--- config.mk ---
export PLATFORM = sky130hd
export DESIGN_NAME = uart_cmd_rx
export DESIGN_NICKNAME = d
export VERILOG_FILES = /design/src/rtl/uart_cmd_rx.sv
export SDC_FILE = /design/constraint.sdc
export NUM_CORES = 1
export LEC_CHECK = 0
export ABC_AREA = 0
export ABC_CLOCK_PERIOD_IN_PS = 2300
export BUFFER_PORTS_ARGS = -buffer_cell sky130_fd_sc_hd__buf_2
export CORE_UTILIZATION = 39
export DETAILED_ROUTE_END_ITERATION = 10
export GPL_ROUTABILITY_DRIVEN = 0
export GPL_TIMING_DRIVEN = 0
export PLACE_DENSITY = 0.54
export REMOVE_ABC_BUFFERS = 1
export SLEW_MARGIN = 0
export SYNTH_ARGS = -nofsm -noshare
export SYNTH_HDL_FRONTEND = slang
export SYNTH_SLANG_ARGS = --single-unit
--- constraint.sdc ---
create_clock -name sys_clk -period 2.3 [get_ports sys_clk]
set_clock_uncertainty 0.05 [all_clocks]
set_input_delay 0.23 -clock sys_clk [delete_from_list [all_inputs] [get_ports sys_clk]]
set_output_delay 0.23 -clock sys_clk [all_outputs]
set_load 0.02 [all_outputs]
--- src/rtl/uart_cmd_rx.sv ---
// uart_cmd_rx
//   UART receiver that turns each valid serial byte into a one-cycle command
//   strobe with the byte split into control (high) and value (low) nibbles.
//   Frames are 8N1 by default. Defining UART_CMD_PARITY_EN switches the frame
//   to 8E1 and compiles in the PARITY state.
//
// Ports
//   sys_clk        in   system clock, rising edge
//   rst            in   synchronous active-high reset
//   uart_rxd       in   asynchronous serial line, idle high, LSB first
//   command_flag   out  one-cycle strobe, nibbles valid in the same cycle
//   ctrl_command   out  received byte[7:4], held until the next good frame
//   value_command  out  received byte[3:0], held until the next good frame
//   frame_err      out  one-cycle strobe on stop-bit (or parity) error
//   rx_busy        out  high whenever the FSM is not in IDLE
//
// state  | meaning
// IDLE   | waiting for a falling edge on the synchronised line
// START  | half-bit wait, then confirm the start bit is still low
// DATA   | sampling the 8 data bits at mid-bit
// PARITY | sampling the even-parity bit (UART_CMD_PARITY_EN only)
// STOP   | sampling the stop bit, issuing command_flag or frame_err
// BREAK  | line held low after a bad stop bit, waiting for it to go high

module uart_cmd_rx #(
  parameter int CLK_FREQ  = 50_000_000,
  parameter int BAUD_RATE = 115200
) (
  input  logic       sys_clk,
  input  logic       rst,
  input  logic       uart_rxd,
  output logic       command_flag,
  output logic [3:0] ctrl_command,
  output logic [3:0] value_command,
  output logic       frame_err,
  output logic       rx_busy
);

  localparam int          CLKS_PER_BIT = CLK_FREQ / BAUD_RATE;
  localparam int          HALF_BIT     = CLKS_PER_BIT / 2;
  localparam logic [15:0] BIT_LAST     = 16'(CLKS_PER_BIT - 1);
  localparam logic [15:0] HALF_LAST    = 16'(HALF_BIT - 1);

  typedef enum logic [2:0] {
    S_IDLE   = 3'd0,
    S_START  = 3'd1,
    S_DATA   = 3'd2,
    S_STOP   = 3'd3,
    S_BREAK  = 3'd4
`ifdef UART_CMD_PARITY_EN
    ,
    S_PARITY = 3'd5
`endif
  } state_t;

  state_t      state_q, state_d;
  logic        rxd_s1_q, rxd_s2_q, rxd_s3_q;
  logic [15:0] cnt_q, cnt_d;
  logic [2:0]  bit_idx_q, bit_idx_d;
  logic [7:0]  shift_q, shift_d;
  logic        flag_q, flag_d;
  logic        ferr_q, ferr_d;
  logic [3:0]  ctrl_q, ctrl_d;
  logic [3:0]  value_q, value_d;
  logic        par_err;

  logic rxd_sync;
  logic fall_edge;
  logic bit_tick;
  logic half_tick;

  assign rxd_sync  = rxd_s2_q;
  assign fall_edge = rxd_s3_q & ~rxd_s2_q;
  assign bit_tick  = (cnt_q == BIT_LAST);
  assign half_tick = (cnt_q == HALF_LAST);

`ifdef UART_CMD_PARITY_EN
  logic par_err_q, par_err_d;
  assign par_err = par_err_q;
`else
  assign par_err = 1'b0;
`endif

  // State register
  always_ff @(posedge sys_clk) begin
    if (rst) state_q <= S_IDLE;
    else     state_q <= state_d;
  end

  // Next-state logic
  always_comb begin
    state_d = state_q;
    case (state_q)
      S_IDLE:  if (fall_edge) state_d = S_START;
      S_START: if (half_tick) state_d = rxd_sync ? S_IDLE : S_DATA;
      S_DATA: begin
        if (bit_tick && bit_idx_q == 3'd7) begin
`ifdef UART_CMD_PARITY_EN
          state_d = S_PARITY;
`else
          state_d = S_STOP;
`endif
        end
      end
`ifdef UART_CMD_PARITY_EN
      S_PARITY: if (bit_tick) state_d = S_STOP;
`endif
      S_STOP:  if (bit_tick) state_d = rxd_sync ? S_IDLE : S_BREAK;
      S_BREAK: if (rxd_sync) state_d = S_IDLE;
      default: state_d = S_IDLE;
    endcase
  end

  // Output / datapath logic
  always_comb begin
    cnt_d     = cnt_q + 16'd1;
    bit_idx_d = bit_idx_q;
    shift_d   = shift_q;
    flag_d    = 1'b0;
    ferr_d    = 1'b0;
    ctrl_d    = ctrl_q;
    value_d   = value_q;
`ifdef UART_CMD_PARITY_EN
    par_err_d = par_err_q;
`endif
    case (state_q)
      S_IDLE: begin
        cnt_d     = '0;
        bit_idx_d = '0;
`ifdef UART_CMD_PARITY_EN
        par_err_d = 1'b0;
`endif
      end
      S_START: if (half_tick) cnt_d = '0;
      S_DATA: begin
        if (bit_tick) begin
          cnt_d     = '0;
          shift_d   = {rxd_sync, shift_q[7:1]};
          bit_idx_d = bit_idx_q + 3'd1;
        end
      end
`ifdef UART_CMD_PARITY_EN
      S_PARITY: begin
        if (bit_tick) begin
          cnt_d     = '0;
          // Even parity: data bits XOR parity bit must be zero.
          par_err_d = ^{shift_q, rxd_sync};
        end
      end
`endif
      S_STOP: begin
        if (bit_tick) begin
          cnt_d = '0;
          if (!rxd_sync || par_err) begin
            ferr_d = 1'b1;
          end else begin
            flag_d  = 1'b1;
            ctrl_d  = shift_q[7:4];
            value_d = shift_q[3:0];
          end
        end
      end
      S_BREAK: cnt_d = '0;
      default: cnt_d = '0;
    endcase
  end

  always_ff @(posedge sys_clk) begin
    if (rst) begin
      rxd_s1_q  <= 1'b1;
      rxd_s2_q  <= 1'b1;
      rxd_s3_q  <= 1'b1;
      cnt_q     <= '0;
      bit_idx_q <= '0;
      shift_q   <= '0;
      flag_q    <= 1'b0;
      ferr_q    <= 1'b0;
      ctrl_q    <= '0;
      value_q   <= '0;
`ifdef UART_CMD_PARITY_EN
      par_err_q <= 1'b0;
`endif
    end else begin
      rxd_s1_q  <= uart_rxd;
      rxd_s2_q  <= rxd_s1_q;
      rxd_s3_q  <= rxd_s2_q;
      cnt_q     <= cnt_d;
      bit_idx_q <= bit_idx_d;
      shift_q   <= shift_d;
      flag_q    <= flag_d;
      ferr_q    <= ferr_d;
      ctrl_q    <= ctrl_d;
      value_q   <= value_d;
`ifdef UART_CMD_PARITY_EN
      par_err_q <= par_err_d;
`endif
    end
  end

  assign command_flag  = flag_q;
  assign frame_err     = ferr_q;
  assign ctrl_command  = ctrl_q;
  assign value_command = value_q;
  assign rx_busy       = (state_q != S_IDLE);

endmodule

==> results.tsv <==
metric	value	unit
cp-start-kind	register	
ys_ff_latch	43	
crit_required	2.46	ns
cts_htree_levels	2	
drive_gt1_frac	0.176	
criticalPathCategory	register to register	
p_comb_frac	0.040	
grt_max_degree	27	
nNetsFinal	240	
cp_common_cell	or4_4	
wl_met1	2.00	mm
firstDrtPassIters	4	
cts_tree	done	
dieWidth	72.2	um
post-dp-hpwl	2.47	mm
stdcell_count	300	
r2r_slack	0.1	ns
yosysTopAreaCellShare	0.448	
synth-seq-area-share	0.448	
synthTopCellsByCount	dfxtp_1 (43), o21ai_0 (22), nand3_1 (21)	
worst_slew_pin_slew	0.887	ns
synth.lib_cells_used.distinct	37	
regToRegEndpoint	state_q[0]$_SDFFE_PP0P_	
num_rows	25	
clockBufferDepth	2	
grt_pass1_wl	6.98	mm
seqPwrFrac	0.499	
holdCritPathClass	primary input to register	
dieArea	5210	sq um
fmax	454	MHz
startpoint	cnt_q[9]$_SDFF_PP0_	
slowest_stage	or4_4	
swShare	0.207	
cpPeakStageDelay	0.62	ns
synth_ff_type	dfxtp_1	
grt_util_all_layers	0.170	
avgSynthCellArea	8.66	sq um
p_int	1.20	mW
hold_violations	0	
fin_total_pwr	1.52	mW
reg2reg_depth	4	
wl_per_cell	13.4	um
wl_met2	1.85	mm
die_y	72.2	um
dp_cells	286	
synth_top_area_cell	dfxtp_1	
setup_violations	0	
netlist_instances	222	
drt-initial-drc-count	118	
slew_violations	0	
n_antenna_cell	0	
synth_most_common_cell	dfxtp_1	
p_sw	0.313	mW
antenna_left	0	
postRouteWirelength	4.03	mm
io_buffer_count	13	
cts.sinks	43	
powerDensity	683	nW/um^2
end_kind	register	
routed.top_layer	met4	
peakVddDrop	0.318	mV
synth_edf_count	0	
synth_warnings	0	
crit_arrival	2.36	ns
max-cap-violations	0	
synthArstFlopShare	0	
slew_headroom	0.408	
routed_via_density	5.39	
worstPathCellList	or4_4 -> or4_4 -> o211a_1 -> a311oi_1	
status	finished, final reports clean	
pwr-share-clk	0.461	
grt_setup_unrepaired	false	
fin_crit	2.20	ns
path_clk_slew	0.08	ns
ios	14	
yosys-top-cells-area	dfxtp_1 (45%), o21ai_0 (5.7%), nand3_1 (5.5%)	
core	4720	sq um
vias	1618	
route.detailed.drc	0	
fin_setup_tns	0	ns
netlist_area	1920	sq um
antenna_found_initial	0	
rr_startpoint	cnt_q[9]$_SDFF_PP0_	
finalCritPeriodShare	0.958	
area_growth	15.6	%
first_global_vias	1494	
start_util	0.407	
cts-buffers-inserted	5	
cp_max_fo	7	
wl_met3	113	um
root_buffer	clkbuf_8	
insertion_delay	0.30	ns
p_leak	0.718	nW
grt.overflow.total	0	
endpoint	state_q[0]$_SDFFE_PP0P_	
==> kinds of logic after synthesis <==
logic type | count (synthesis) | share of synthesized area
adder cells (fa/ha/maj) | 5 | 0.0326
XOR/XNOR | 12 | 0.0547
buffers and inverters | 23 | 0.0514
AO/OA/AOI/OAI | 49 | 0.147
AND/OR/NAND/NOR | 90 | 0.266
flip-flops | 43 | 0.448
==> worst max-delay path: cells and delay by family, from the launching register on <==
| family | cells | cell delay [ns] |
|---|---|---|
| simple gates | 2 | 1.22 |
| flops | 1 | 0.36 |
| compound gates | 2 | 0.48 |
==> layer usage <==
| layer | vias up | global-route usage |
|---|---|---|
| li1 | 830 | - |
| met1 | 752 | 0.225 |
| met2 | 29 | 0.273 |
| met3 | 7 | 0.0292 |
| met4 | 0 | 0.0719 |
| met5 | - | 0 |
==> final cells by class <==
class                   count  area [sq um]
well taps                  67          83.8
flip-flops and latches     43           862
inverters                   6          22.5
clock inverters             3          67.6
repair buffers             19           123
fillers                   459          2500
clock buffers               5          68.8
multi-input cells         157           995
==> power by group through the flow <==
stage / clock network, mW / logic, mW / registers (mW)
2_1_floorplan: 0 / 0.0331 / 0.772
3_3_place_gp: 0 / 0.0516 / 0.774
3_5_place_dp: 0 / 0.0518 / 0.774
4_1_cts: 0.719 / 0.0608 / 0.757
5_1_grt: 0.739 / 0.0659 / 0.758
6_report: 0.700 / 0.0601 / 0.757
==> sequential cells by signal, indices dropped and copies added (netlist names), 3 cells and up <==
register and cells:
cnt_q 16, shift_q 8, ctrl_command 4, value_command 4, bit_idx_q 3, state_q 3
==> cells in the final DEF, fill, tap and decap left out, types with 6 or more instances in the layout <==
master and count:
nor3_1 17, dfxtp_1 42, nand2_1 6, nand3_1 21, buf_2 13, o21ai_0 22
a21oi_1 18, xnor2_1 10, inv_1 6, nor2_1 8, nand4_1 11
==> metrics by stage <==
stage	hold WS (ns)	cell area, sq um	util	worst slack, ns
6_report	0.0651	2220	0.470	0.0975
3_5_place_dp	0.347	2010	0.425	-0.242
2_1_floorplan	0.249	1850	-	-0.650
4_1_cts	0.0586	2200	0.466	0.0264
3_3_place_gp	0.345	1990	0.422	-1.61
5_1_grt	0.0703	2220	0.470	0.0199
==> worst min-delay path by stage <==
stage / start / to / slack [ns] / depth (start not counted)
CTS: uart_rxd / rxd_s1_q$_SDFF_PP1_ / 0.06 / 2
global route: uart_rxd / rxd_s1_q$_SDFF_PP1_ / 0.07 / 2
finish: uart_rxd / rxd_s1_q$_SDFF_PP1_ / 0.07 / 2
global placement: rxd_s1_q$_SDFF_PP1_ / rxd_s2_q$_SDFF_PP1_ / 0.34 / 1
detailed placement: rxd_s1_q$_SDFF_PP1_ / rxd_s2_q$_SDFF_PP1_ / 0.35 / 1
floorplan: rst / ctrl_command[0]$_SDFFE_PP0P_ / 0.25 / 1
==> timing repair <==
action / CTS / global route
buffers inserted: 3 / 2
gates resized for setup: 4 / 1
endpoints found under the setup margin: 37 / 18
hold buffers: 0 / 0
gates cloned: 1 / 0
pin swaps: 3 / 2
(Power assumes the default switching activity.)
